[src/rtl/matrix_mult_pkg.sv]
// matrix_mult_pkg
// Shared definitions for the 3x3 matrix multiplier:
//   N, W          - matrix dimension and element width
//   IDX_W         - width of a bit offset into a flat N*N*W matrix bus
//   state_t       - controller states
//   elem_offset() - bit offset of element (row, col) in a row-major bus
package matrix_mult_pkg;

    localparam int N     = 3;
    localparam int W     = 8;
    localparam int IDX_W = $clog2(N * N * W);

    typedef enum logic [1:0] {
        IDLE,
        COMPUTE,
        DONE
    } state_t;

    // Element (row, col) occupies bits [offset +: W] of a flat matrix bus.
    function automatic logic [IDX_W-1:0] elem_offset(input logic [1:0] row,
                                                     input logic [1:0] col);
        return IDX_W'((int'(row) * N + int'(col)) * W);
    endfunction

endpackage

[src/rtl/matrix_mult_mac.sv]
// mm_mac
// Combinational multiply-accumulate step shared by every element product.
// Ports:
//   acc_in  - running partial sum
//   a, b    - unsigned operand elements
//   acc_out - acc_in + a*b, wrapped to W bits
module mm_mac #(
    parameter int W = 8
) (
    input  logic [W-1:0] acc_in,
    input  logic [W-1:0] a,
    input  logic [W-1:0] b,
    output logic [W-1:0] acc_out
);

    logic [2*W-1:0] product;

    // Only the low W bits of the product can influence a mod-2^W sum.
    always_comb begin
        product = a * b;
        acc_out = acc_in + product[W-1:0];
    end

endmodule

[src/rtl/matrix_mult.sv]
// matrix_mult
// Sequential 3x3 unsigned matrix multiplier, C = A x B mod 2^W per element,
// iterating one shared MAC over all 27 element products.
// Ports:
//   Clock  - rising-edge clock
//   reset  - synchronous, active-low reset
//   Enable - level request: start (from IDLE) or hold a computation
//   A, B   - row-major operand matrices, element (i,j) at [(i*N+j)*W +: W]
//   C      - registered row-major result, updated only on completion
//   done   - high while the finished result is presented
module matrix_mult
    import matrix_mult_pkg::*;
#(
    parameter int N = 3,
    parameter int W = 8
) (
    input  logic             Clock,
    input  logic             reset,
    input  logic             Enable,
    input  logic [N*N*W-1:0] A,
    input  logic [N*N*W-1:0] B,
    output logic [N*N*W-1:0] C,
    output logic             done
);

    localparam logic [1:0] LAST = 2'(N - 1);

    state_t           state;
    state_t           next_state;
    logic [N*N*W-1:0] a_reg;
    logic [N*N*W-1:0] b_reg;
    logic [N*N*W-1:0] res_reg;
    logic [N*N*W-1:0] res_next;
    logic [W-1:0]     acc;
    logic [W-1:0]     a_elem;
    logic [W-1:0]     b_elem;
    logic [W-1:0]     mac_out;
    logic [1:0]       i;
    logic [1:0]       j;
    logic [1:0]       k;
    logic             last_step;

    mm_mac #(.W(W)) u_mac (
        .acc_in  (acc),
        .a       (a_elem),
        .b       (b_elem),
        .acc_out (mac_out)
    );

    // Operand selection for the current (i,j,k) step, and the result array
    // as it will look once this step's finished element is written. C loads
    // from res_next so the final element lands in C on the same edge.
    always_comb begin
        a_elem    = a_reg[elem_offset(i, k) +: W];
        b_elem    = b_reg[elem_offset(k, j) +: W];
        last_step = (i == LAST) && (j == LAST) && (k == LAST);
        res_next  = res_reg;
        if (state == COMPUTE && k == LAST) begin
            res_next[elem_offset(i, j) +: W] = mac_out;
        end
    end

    // Next-state and output decode. Dropping Enable in COMPUTE aborts,
    // taking priority over completion.
    always_comb begin
        next_state = state;
        done       = 1'b0;
        case (state)
            IDLE: begin
                if (Enable) next_state = COMPUTE;
            end
            COMPUTE: begin
                if (!Enable)        next_state = IDLE;
                else if (last_step) next_state = DONE;
            end
            DONE: begin
                done = 1'b1;
                if (!Enable) next_state = IDLE;
            end
            default: next_state = IDLE;
        endcase
    end

    // State register plus datapath: operand capture on start, then k as the
    // inner loop, j, then i. The accumulator restarts after each element.
    always_ff @(posedge Clock) begin
        if (!reset) begin
            state   <= IDLE;
            C       <= '0;
            a_reg   <= '0;
            b_reg   <= '0;
            res_reg <= '0;
            acc     <= '0;
            i       <= '0;
            j       <= '0;
            k       <= '0;
        end else begin
            state <= next_state;
            case (state)
                IDLE: begin
                    if (Enable) begin
                        a_reg <= A;
                        b_reg <= B;
                        acc   <= '0;
                        i     <= '0;
                        j     <= '0;
                        k     <= '0;
                    end
                end
                COMPUTE: begin
                    if (Enable) begin
                        res_reg <= res_next;
                        if (k == LAST) begin
                            acc <= '0;
                            k   <= '0;
                            if (j == LAST) begin
                                j <= '0;
                                i <= (i == LAST) ? 2'd0 : i + 2'd1;
                            end else begin
                                j <= j + 2'd1;
                            end
                            if (last_step) C <= res_next;
                        end else begin
                            acc <= mac_out;
                            k   <= k + 2'd1;
                        end
                    end
                end
                default: ;
            endcase
        end
    end

endmodule

[config.mk]
export PLATFORM = sky130hd
export DESIGN_NAME = matrix_mult
export DESIGN_NICKNAME = d
export VERILOG_FILES = /design/src/rtl/matrix_mult_pkg.sv /design/src/rtl/matrix_mult_mac.sv /design/src/rtl/matrix_mult.sv
export SDC_FILE = /design/constraint.sdc
export NUM_CORES = 1
export LEC_CHECK = 0
export BUFFER_PORTS_ARGS = -buffer_cell sky130_fd_sc_hd__buf_4
export CAP_MARGIN = 20
export CORE_AREA = 3 3 186 188
export DETAILED_ROUTE_END_ITERATION = 10
export DIE_AREA = 0 0 189 191
export PLACE_DENSITY_LB_ADDON = 0.25
export SYNTH_ARGS = -nofsm -noshare
export SYNTH_HDL_FRONTEND = slang
export SYNTH_HIERARCHICAL = 1
export SYNTH_SLANG_ARGS = --single-unit
export TNS_END_PERCENT = 20
[constraint.sdc]
create_clock -name Clock -period 6.6 [get_ports Clock]
set_input_delay 0.33 -clock Clock [delete_from_list [all_inputs] [get_ports Clock]]
set_output_delay 0.33 -clock Clock [all_outputs]
set_load 0.05 [all_outputs]
==> key figures, run 1 <==
Place
  – Placement Setup Slack: roughly 0.27 ns
  – Placed Cells: 2302
  – Hpwl dp: 27.94 mm
  – Placer Congestion: 0.8823
  – Placed Area: approximately 17000 µm²
  – Port buffer count: ~220

GRT
  – Pin count of the biggest net entering global routing: 180
  – Vias in the first global route: 12535
  – First-pass GRT wire length: around 66 mm
  – Grt total ovfl: 0
  – GRT Util Overall: 0.2220
  – Initial antenna violation count: 0

Route
  – Total vias in the final route: 13079
  – Detailed Routing Iterations Pass 1: 5
  – WL/cell: 17.41 µm
  – DRT Wirelength: 41.14 mm
  – Remaining routing DRC violations: 0
  – Via/cell ratio: ~5.5
  – Final ANT Viol Nets: 0
  – DR iter-0 viols: 1026

Critical path
  – Critical path's largest stage delay: 0.49 ns
  – Worst path top cell family by delay: adder cells
  – Worst reg2reg setup slack: 0.25 ns
  – Worst Path Arrival: 6.78 ns
  – Critical-path cell list: fa_1, ha_1, buf_4, mux4_2, mux2_2, a22o_1, and2_1, fa_1, ha_1, ha_1, fa_1, ha_1, inv_1, fa_1, inv_1, a21o_1, a21oi_1, xnor2_1, xnor2_1, nand2_1, or4_1, a31oi_1
  – Critical path endpoint category: flop
  – CP Class: flop to flop
  – CP Launch Type: flop
  – RR Startpoint: k[0]
  – CP bufs+invs: 3
  – R2R depth: 22
  – Critical Path RT: roughly 7 ns
  – Crit path max fanout: 13
  – Slowest cell on crit path: fa_1
  – Reg-to-reg endpoint: C[63]

Layout
  – Share of layout cells above drive strength 1: 0.1875
  – Post-route cell area: ~18000 µm²
  – Layout area overhead: 20.66%
  – Fin cells: 2363
  – Ant diodes: 0
  – Nets: between 2000 and 2500
  – Final core occ: 0.5475

Synth
  – Mapped Cells: 1754
  – Area leader, netlist: dfxtp_1
  – Post-synth top area share: 0.4030
  – Synth area leaders: dfxtp_1 (40%), a21boi_0 (9.6%), nand2_1 (8.8%)
  – Ys flop type: dfxtp_1
  – Library cells used by synthesis: 54
  – Sequential area share after synthesis: 0.4030
  – Post-synthesis async set-or-reset flop share: 0
  – Mean area per synthesized cell: roughly 8.6 µm²
  – Syn Nets: 1958
  – Synth Register Bits: ~300
  – Post-synth EDFFs: 0
  – Mapped Area: 15100 µm²
  – Synth warn: 6

Clocking
  – Cts hold-fix bufs: 0
  – CTS Buf Count: 35
  – Clk buf depth: 3
  – Root buffer cell: clkbuf_16
  – CTS tree: done
  – Skew-Pair Late Insertion Delay: 0.51 ns
  – H-tree levels: 2
  – Reg clk slew, reported paths: ~0.060 ns
  – CTS Sinks: 304

Timing
  – Measured slew at the worst slew-check pin: approximately 0.99 ns
  – Final setup violation count: 0
  – Final Slew Violations: 0
  – Fin crit period: between 6 and 7 ns
  – Final hold vios: 0
  – Clock skew: 0.01259 ns
  – Final WS setup: 0.2533 ns
  – Relative slew slack: 0.3355
  – FMAX: 157.6 MHz
  – Tcrit/Tclk final: 0.9616
  – Final setup TNS: 0 ns
  – RSZ-0062 raised after global routing: true

Hold path
  – Hold path endpoint: a_reg[31]
  – Worst hold path type: input pin to flop
  – Hold path start: A[31]
  – Hold Path Depth: 3

Floorplan
  – Ports: 220
  – Core Area: approximately 33000 µm²
  – Die X: 189 µm
  – Die area: 36100 µm²
  – Die height: approximately 190 µm
  – Initial Util: 0.4537
  – Row count: between 60 and 70

Pwr
  – Peak VDD IR: 0.1321 mV
  – Power per Cell Area: 231.7 nW/µm²
  – Leak: 0.007171 µW

Flow run
  – Max-cap violations: 0

Status
  – Status: completed
[cells in the final DEF, fill, tap and decap left out, types with 36 or more instances in the layout]
cell         n
nand3_1     36
nand2_1    353
clkbuf_16   37
buf_4      243
o21ai_0    183
a21oi_1     66
a21boi_0   194
dfxtp_1    304
inv_1       50
a31oi_1     49
[routing by layer]
metal	vias up	global-route usage	routed length (µm)
met2	419	0.3538	18740
met1	6202	0.3062	18530
met5	-	0	0
met3	67	0.03924	2706
li1	6391	-	-
met4	0	0.07362	1159
[how the worst max path moves through the flow]
stage          start           to  depth (start not counted)
2_1_floorplan   j[1]        C[71]                         24
3_3_place_gp    k[0]        C[63]                         22
3_5_place_dp    k[0]        C[63]                         22
4_1_cts         k[0]  res_reg[62]                         19
5_1_grt         i[1]        C[63]                         24
6_report        k[0]        C[63]                         22
[tightest hold or removal path, stage by stage]
cell and delay (ns):
buf_4 0.11, nand2_1 0.04, a21boi_1 0.05
[stage by stage]
step                hold WS (ns)  power [µW]
floorplan                 0.4313        2178
global placement          0.4384        2338
detailed placement        0.4455        2345
CTS                      0.05570        4261
global route             0.06786        4387
finish                   0.07149        4221
[synth_stat cells, types with 3 or more instances]
library cell and instances:
nand2_1 353, dfxtp_1 304, a21boi_0 194, o21ai_0 183, clkbuf_1 129, a21oi_1 66, inv_1 50, a31oi_1 49
nand3_1 37, ha_1 35, mux2i_1 34, mux4_2 32, nand4_1 31, xnor2_1 26, nor2b_1 25, fa_1 22
nor2_1 17, or3_1 17, a211oi_1 16, a21boi_1 13, and2_1 11, mux2_2 11, buf_2 10, and3_1 9
a22o_1 8, a22oi_1 8, nand2b_1 8, o2bb2ai_1 8, nor3_1 7, buf_1 6, a21o_1 3, or4_1 3
[report_power, final]
| group | internal [µW] | switching (µW) |
|---|---|---|
| combinational | 173 | 218 |
| sequential | 1890 | 29.9 |
| clock | 1160 | 752 |
[cell type report]
cell class	count	area, µm²
timing repair buffer	249	1951
tap	448	560.5
fill	3104	15060
inverter	50	187.7
clock buffer	55	1044
clock inverter	6	86.33
sequential	304	6086
multi-input combinational	1251	8305
[kinds of logic after synthesis]
kind of cell               Yosys count  share of synthesized area
and+or+nand+nor                    532                     0.1586
adders and majority gates           57                    0.05817
xor gates and xnor gates            29                    0.01732
AOI/OAI and AO/OA                  556                     0.2332
buffers and inverters              199                    0.05121
muxes                               77                    0.07847
DFF                                304                     0.4030
[what timing repair did]
action / CTS / global route
setup buffers: 0 / 0
gates resized for setup: 0 / 2
setup endpoints to repair: 0 / 16
Power figures use the tool's default switching activity.
==> run 2, diff against run 1 <==
--- a/config.mk
+++ b/config.mk
@@ -5,11 +5,12 @@
 export SDC_FILE = /design/constraint.sdc
 export NUM_CORES = 1
 export LEC_CHECK = 0
+export ABC_AREA = 1
 export BUFFER_PORTS_ARGS = -buffer_cell sky130_fd_sc_hd__buf_4
 export CAP_MARGIN = 20
-export CORE_AREA = 3 3 186 188
+export CORE_AREA = 3 3 188 190
 export DETAILED_ROUTE_END_ITERATION = 10
-export DIE_AREA = 0 0 189 191
+export DIE_AREA = 0 0 191 193
 export PLACE_DENSITY_LB_ADDON = 0.25
 export SYNTH_ARGS = -nofsm -noshare
 export SYNTH_HDL_FRONTEND = slang
==> run 2 against run 1 <==
Sequential share of layout area is 1.2 points lower. First-iteration DRC count is 11% higher. Hold slack worse by 0.044 ns. Maximum frequency is 1.2% higher. Flip-flop and latch count stayed put. Critical endpoint is now res_reg[63]. Largest cell class unchanged. Highest routed layer unchanged.
==> key figures, run 2 <==
Status
  – Status: completed (unchanged)

Pwr
  – Clk pwr share: 0.408 (was 0.454)
  – Final Power: 5167 µW (was 4221 µW)
  – Power per Cell Area: 272.9 nW/µm² (was 231.7 nW/µm²)
  – Leak: 0.008999 µW (was 0.007171 µW)
  – NetSw: 1546 µW (was 999.9 µW)
  – Gate power share: 0.207 (was 0.093)
  – Seq pwr share: 0.385 (was 0.454)
  – Net Sw Frac: 0.2991 (was 0.2369)
  – Pint: 3621 µW (was 3221 µW)
  – Peak VDD IR: 0.1371 mV (was 0.1321 mV)

Route
  – WL/cell: 15.11 µm (was 17.41 µm)
  – DRT Wirelength: 43.74 mm (was 41.14 mm)
  – Total vias in the final route: 15014 (was 13079)
  – Via/cell ratio: 5.186 (was 5.535)
  – Final ANT Viol Nets: 0 (unchanged)
  – Remaining routing DRC violations: 0 (unchanged)
  – DR iter-0 viols: 1138 (was 1026)
  – Detailed Routing Iterations Pass 1: 5 (unchanged)

GRT
  – Grt total ovfl: 0 (unchanged)
  – Initial antenna violation count: 0 (unchanged)
  – First-pass GRT wire length: 70.43 mm (was 66.38 mm)
  – Vias in the first global route: 14126 (was 12535)
  – GRT Util Overall: 0.2310 (was 0.2220)
  – Pin count of the biggest net entering global routing: 117 (was 180)

Synth
  – Sequential area share after synthesis: 0.3917 (was 0.4030)
  – Mapped Area: 15540 µm² (was 15100 µm²)
  – Library cells used by synthesis: 44 (was 54)
  – Mean area per synthesized cell: 6.896 µm² (was 8.609 µm²)
  – Area leader, netlist: dfxtp_1 (unchanged)
  – Synth Register Bits: 304 (unchanged)
  – Synth area leaders: dfxtp_1 (39%), nor2_1 (12%), nand2_1 (7.5%) (was dfxtp_1 (40%), a21boi_0 (9.6%), nand2_1 (8.8%))
  – Post-synth EDFFs: 0 (unchanged)
  – Most common cell in the netlist: nor2_1 (was nand2_1)
  – Synth warn: 6 (unchanged)
  – Ys flop type: dfxtp_1 (unchanged)
  – Syn Nets: 2457 (was 1958)
  – Post-synth top area share: 0.3917 (was 0.4030)
  – Synth cell count leaders: nor2_1 (494), nand2_1 (312), dfxtp_1 (304), inv_1 (249), o21ai_0 (233) (was nand2_1 (353), dfxtp_1 (304), a21boi_0 (194), o21ai_0 (183), clkbuf_1 (129))
  – Post-synthesis async set-or-reset flop share: 0 (unchanged)
  – Mapped Cells: 2253 (was 1754)

Layout
  – Layout area overhead: 21.86% (was 20.66%)
  – Number of fill cells: 3166 (was 3104)
  – Share of layout cells above drive strength 1: 0.1594 (was 0.1875)
  – Commonest cells after routing, fill and taps aside: nor2_1 (492), nand2_1 (311), dfxtp_1 (302), buf_4 (253), inv_1 (247) (was nand2_1 (353), dfxtp_1 (304), buf_4 (243), a21boi_0 (194), o21ai_0 (183))
  – Commonest non-fill, non-tap cell in the layout: nor2_1 (was nand2_1)
  – Nets: 2623 (was 2095)
  – Post-route cell area: 18930 µm² (was 18220 µm²)
  – Ant diodes: 0 (unchanged)
  – Final core occ: 0.5632 (was 0.5475)

Critical path
  – Slowest cell on crit path: fa_1 (unchanged)
  – CP Launch Type: flop (unchanged)
  – Worst path top cell family by delay: adder cells (unchanged)
  – Critical Path RT: 7.07 ns (was 7.03 ns)
  – CP bufs+invs: 9 (was 3)
  – Critical path's largest stage delay: 0.52 ns (was 0.49 ns)
  – Crit path max fanout: 9 (was 13)
  – Critical path endpoint category: flop (unchanged)
  – CP Class: flop to flop (unchanged)
  – Worst Path Arrival: 6.74 ns (was 6.78 ns)

Place
  – Hpwl dp: 30.63 mm (was 27.94 mm)
  – Placer Congestion: 0.9404 (was 0.8823)
  – Port buffer count: 219 (unchanged)
  – Placed Area: 17510 µm² (was 17080 µm²)

Timing
  – Final setup violation count: 0 (unchanged)
  – Clock skew: 0.01833 ns (was 0.01259 ns)
  – FMAX: 159.5 MHz (was 157.6 MHz)
  – Final Slew Violations: 0 (unchanged)
  – Final Hold Slack: 0.02767 ns (was 0.07149 ns)
  – Tcrit/Tclk final: 0.9501 (was 0.9616)
  – Final hold vios: 0 (unchanged)
  – Fin crit period: 6.271 ns (was 6.347 ns)
  – Measured slew at the worst slew-check pin: 0.9287 ns (was 0.9892 ns)
  – Relative slew slack: 0.3809 (was 0.3355)
  – RSZ-0062 raised after global routing: false (was true)

Floorplan
  – Initial Util: 0.4622 (was 0.4537)
  – Ports: 220 (unchanged)
  – Die X: 191 µm (was 189 µm)
  – Die height: 193 µm (was 191 µm)
  – Die area: 36860 µm² (was 36100 µm²)
  – Core Area: 33620 µm² (was 33280 µm²)
  – Row count: 67 (unchanged)

Clocking
  – Skew-Pair Late Insertion Delay: 0.53 ns (was 0.51 ns)
  – Clk buf depth: 3 (unchanged)
  – Root buffer cell: clkbuf_16 (unchanged)
  – H-tree levels: 2 (unchanged)
  – CTS tree: done (unchanged)
  – CTS Buf Count: 36 (was 35)
  – CTS Sinks: 304 (unchanged)
  – Reg clk slew, reported paths: 0.06 ns (about the same)

Flow run
  – Max-cap violations: 0 (unchanged)

Hold path
  – Worst hold path type: input pin to flop (unchanged)
run 2: cell types whose count changed after synthesis, sizes merged, moves of 19 or more:
cell and change:
nor2 +484, inv +210, a21boi -207, nand3 +177
o21a +63, o21ai +52, a31oi -47, mux4 -32
clkbuf -31, a21oi -26, nor2b -25, xnor2 -25
nand2 -19
run 2: layout make-up:
cell class / instances / area (µm²) / area share
Inverter: 265 / 1001 / 0.05287
Clock buffer: 54 / 1100 / 0.05809
Multi-Input combinational cell: 1555 / 8003 / 0.4227
Sequential cell: 304 / 6093 / 0.3219
Timing Repair Buffer: 257 / 1999 / 0.1056
Tap cell: 448 / 560.5 / 0.02961
Clock inverter: 12 / 175.2 / 0.009253
run 2: per-layer routing:
metal  GRT usage  wire length, µm
met1      0.3180            19890
met2      0.3785            20050
met3     0.04122             2973
met4     0.05758              834
met5           0                0
run 2: final timing paths:
path | slack (ns) | cells past startpoint | start | end
setup / recovery | 0.33 | 33 | k[1] | res_reg[63]
hold / removal | 0.03 | 3 | A[18] | a_reg[18]
setup reg to reg | 0.33 | 33 | k[1] | res_reg[63]
hold reg to reg | 0.47 | 2 | a_reg[68] | a_reg[68]
run 2: logic make-up (layout without fill, tap and decap cells):
group / Yosys count / count (layout) / share of synthesized area
flip-flops: 304 / 304 / 0.3917
buffers and inverters: 394 / 588 / 0.09898
multiplexers: 21 / 21 / 0.01353
AND/OR/NAND/NOR: 1086 / 1086 / 0.2948
XOR/XNOR: 3 / 3 / 0.002175
AO/OA/AOI/OAI: 388 / 388 / 0.1423
adder cells (fa/ha/maj): 57 / 57 / 0.05654
run 2: metrics by stage:
step,worst slack (ns),TNS (ns),instances
after floorplan,0.03117,0,2253
after global placement,0.1901,0,2824
after detailed placement,-0.01030,-0.01304,2825
after CTS,0.02125,0,2891
after global routing,0.01317,0,2895
final,0.3290,0,2895
run 2: worst register-to-register path, delay by kind of cell (launching register included):
| kind | cells | cell delay, ns |
|---|---|---|
| buffers and inverters | 9 | 0.66 |
| and+or+nand+nor | 13 | 1.28 |
| adders and majority gates | 8 | 3.53 |
| AOI/OAI and AO/OA | 3 | 0.37 |
| DFF | 1 | 0.37 |
run 2: timing repair:
action                     in CTS  in global routing
gates cloned                    0                  1
hold buffers                    0                  0
setup buffers                   0                  2
setup endpoints to repair       2                 23
pin swaps                       0                  4
gates resized for setup         1                 26
run 2: power by group through the flow:
stage	logic (µW)	clock network (µW)	registers [µW]
floorplan	686	0	2010
global placement	988	0	2030
detailed placement	1010	0	2030
CTS	1020	2140	1990
global route	1190	2210	2000
finish	1070	2110	1990
==> run 3, diff against run 2 <==
--- a/config.mk
+++ b/config.mk
@@ -7,10 +7,10 @@
 export LEC_CHECK = 0
 export ABC_AREA = 1
 export BUFFER_PORTS_ARGS = -buffer_cell sky130_fd_sc_hd__buf_4
-export CAP_MARGIN = 20
-export CORE_AREA = 3 3 188 190
+export CAP_MARGIN = 25
+export CORE_AREA = 3 3 187 170
 export DETAILED_ROUTE_END_ITERATION = 10
-export DIE_AREA = 0 0 191 193
+export DIE_AREA = 0 0 190 173
 export PLACE_DENSITY_LB_ADDON = 0.25
 export SYNTH_ARGS = -nofsm -noshare
 export SYNTH_HDL_FRONTEND = slang
==> run 3 against run 2 <==
Non-clock buffer count rose by 3. Flip-flop and latch count did not move. Largest power group is now registers. Critical endpoint is now C[23]. Final cell count fell by 1.6%. Sequential power barely moved. Total power fell by 1.7%.
==> key figures, run 3 (synthesis gave the netlist of run 2 again) <==
Place
  – Port buffer count: 219 (unchanged)
  – Placement Setup Slack: 0.1393 ns (was -0.01030 ns)
  – Hpwl dp: 30.52 mm (was 30.63 mm)
  – Placer Congestion: 0.9302 (was 0.9404)

Timing
  – Relative slew slack: 0.3752 (was 0.3809)
  – Fin crit period: 6.178 ns (was 6.271 ns)
  – Final Hold Slack: 0.03236 ns (was 0.02767 ns)
  – Final setup violation count: 0 (unchanged)
  – Tcrit/Tclk final: 0.9360 (was 0.9501)
  – Clock skew: 0.02094 ns (was 0.01833 ns)
  – Final Slew Violations: 0 (unchanged)
  – FMAX: 161.9 MHz (was 159.5 MHz)
  – Final WS setup: 0.4225 ns (was 0.3290 ns)
  – Final hold vios: 0 (unchanged)
  – Measured slew at the worst slew-check pin: 0.9372 ns (was 0.9287 ns)

Critical path
  – Reg-to-reg endpoint: C[23] (was res_reg[63])
  – Slowest cell on crit path: fa_1 (unchanged)
  – Critical Path RT: 7.01 ns (was 7.07 ns)
  – Worst path top cell family by delay: adder cells (unchanged)
  – R2R depth: 33 (unchanged)
  – Crit path max fanout: 8 (was 9)
  – Critical path's largest stage delay: 0.56 ns (was 0.52 ns)
  – Critical path depth: 33 (unchanged)
  – Worst reg2reg setup slack: 0.42 ns (was 0.33 ns)
  – RR Startpoint: j[1] (was k[1])
  – CP Launch Type: flop (unchanged)
  – CP Class: flop to flop (unchanged)
  – Critical Path End: C[23] (was res_reg[63])
  – Critical path endpoint category: flop (unchanged)
  – Crit path launch: j[1] (was k[1])
  – Worst Path Arrival: 6.58 ns (was 6.74 ns)
  – CP bufs+invs: 9 (unchanged)

Route
  – DRT Wirelength: 43.92 mm (was 43.74 mm)
  – WL/cell: 15.42 µm (was 15.11 µm)
  – Detailed Routing Iterations Pass 1: 6 (was 5)
  – Final ANT Viol Nets: 0 (unchanged)
  – DR iter-0 viols: 1255 (was 1138)
  – Total vias in the final route: 15203 (was 15014)
  – Remaining routing DRC violations: 0 (unchanged)
  – Via/cell ratio: 5.338 (was 5.186)

Hold path
  – Worst hold path type: input pin to flop (unchanged)
  – Hold path start: B[23] (was A[18])

GRT
  – Initial antenna violation count: 0 (unchanged)
  – Pin count of the biggest net entering global routing: 113 (was 117)
  – GRT Util Overall: 0.2591 (was 0.2310)
  – First-pass GRT wire length: 71.24 mm (was 70.43 mm)
  – Grt total ovfl: 0 (unchanged)
  – Vias in the first global route: 14206 (was 14126)

Clocking
  – Clk buf depth: 3 (unchanged)
  – H-tree levels: 2 (unchanged)
  – CTS tree: done (unchanged)
  – Reg clk slew, reported paths: 0.07 ns (was 0.06 ns)
  – Root buffer cell: clkbuf_16 (unchanged)
  – CTS Sinks: 304 (unchanged)
  – CTS Buf Count: 34 (was 36)
  – Skew-Pair Late Insertion Delay: 0.52 ns (was 0.53 ns)

Pwr
  – Power per Cell Area: 271.3 nW/µm² (was 272.9 nW/µm²)
  – Peak VDD IR: 0.1683 mV (was 0.1371 mV)
  – Leak: 0.008930 µW (was 0.008999 µW)

Floorplan
  – Die area: 32870 µm² (was 36860 µm²)
  – Row count: 60 (was 67)
  – Die X: 190 µm (was 191 µm)
  – Initial Util: 0.5187 (was 0.4622)
  – Die height: 173 µm (was 193 µm)
  – Ports: 220 (unchanged)
  – Core Area: 29950 µm² (was 33620 µm²)

Layout
  – Share of layout cells above drive strength 1: 0.1562 (was 0.1594)
  – Nets: 2624 (was 2623)
  – Final core occ: 0.6252 (was 0.5632)
  – Commonest non-fill, non-tap cell in the layout: nor2_1 (unchanged)
  – Ant diodes: 0 (unchanged)
  – Number of fill cells: 2801 (was 3166)
  – Layout area overhead: 20.54% (was 21.86%)
  – Commonest cells after routing, fill and taps aside: nor2_1 (492), nand2_1 (311), dfxtp_1 (303), buf_4 (257), inv_1 (248) (was nor2_1 (492), nand2_1 (311), dfxtp_1 (302), buf_4 (253), inv_1 (247))

Status
  – Status: completed (unchanged)

Flow run
  – Max-cap violations: 0 (unchanged)
[run 3: worst min-delay path by stage]
stage | endpoint | slack [ns] | cells after the start
6_report | b_reg[23] | 0.03 | 3
5_1_grt | a_reg[26] | 0.04 | 3
4_1_cts | b_reg[6] | 0.02 | 3
3_5_place_dp | b_reg[65] | 0.45 | 2
3_3_place_gp | b_reg[66] | 0.45 | 2
2_1_floorplan | b_reg[64] | 0.42 | 2
[run 3: layout make-up]
| cell class | count | area (µm²) | area share |
|---|---|---|---|
| flip-flops and latches | 304 | 6087 | 0.3250 |
| multi-input cells | 1555 | 7993 | 0.4268 |
| well taps | 403 | 504.2 | 0.02693 |
| clock buffers | 51 | 1039 | 0.05546 |
| inverters | 265 | 998.5 | 0.05332 |
| repair buffers | 260 | 1973 | 0.1054 |
| clock inverters | 10 | 132.6 | 0.007082 |
[run 3: per-stage QoR]
stage / area, µm² / instances / setup TNS, ns / total power [µW]
6_report: 18730 / 2848 / 0 / 5080
3_3_place_gp: 17440 / 2783 / 0 / 3055
4_1_cts: 18610 / 2844 / 0 / 5057
2_1_floorplan: 15540 / 2253 / 0 / 2697
5_1_grt: 18730 / 2848 / -0.001840 / 5310
3_5_place_dp: 17440 / 2783 / 0 / 3081
[run 3: where the power goes]
group / switching [µW] / total (µW) / internal [µW]
combinational: 738 / 1110 / 374
sequential: 52.2 / 1990 / 1940
clock: 769 / 1980 / 1210
[run 3: routing by layer]
layer  routed length, µm  share of wire  track usage  up-vias
li1                    -              -            -     7544
met1               20190           0.46       0.3745     6959
met2               19110           0.44       0.3966      616
met3                3684          0.084      0.05250       84
met4                 942          0.021      0.06560        0
met5                   0              0            0        -
[run 3: worst register-to-register path: cells and delay by family (launching register included)]
family	cells	cell delay, ns
and+or+nand+nor	15	1.40
AOI/OAI and AO/OA	1	0.26
buffers and inverters	9	0.57
DFF	1	0.33
adders and majority gates	8	3.51
[run 3: what timing repair did]
action,in CTS,in global routing
hold buffers,0,0
setup endpoints to repair,0,23
setup buffers,0,2
resized for setup,0,21
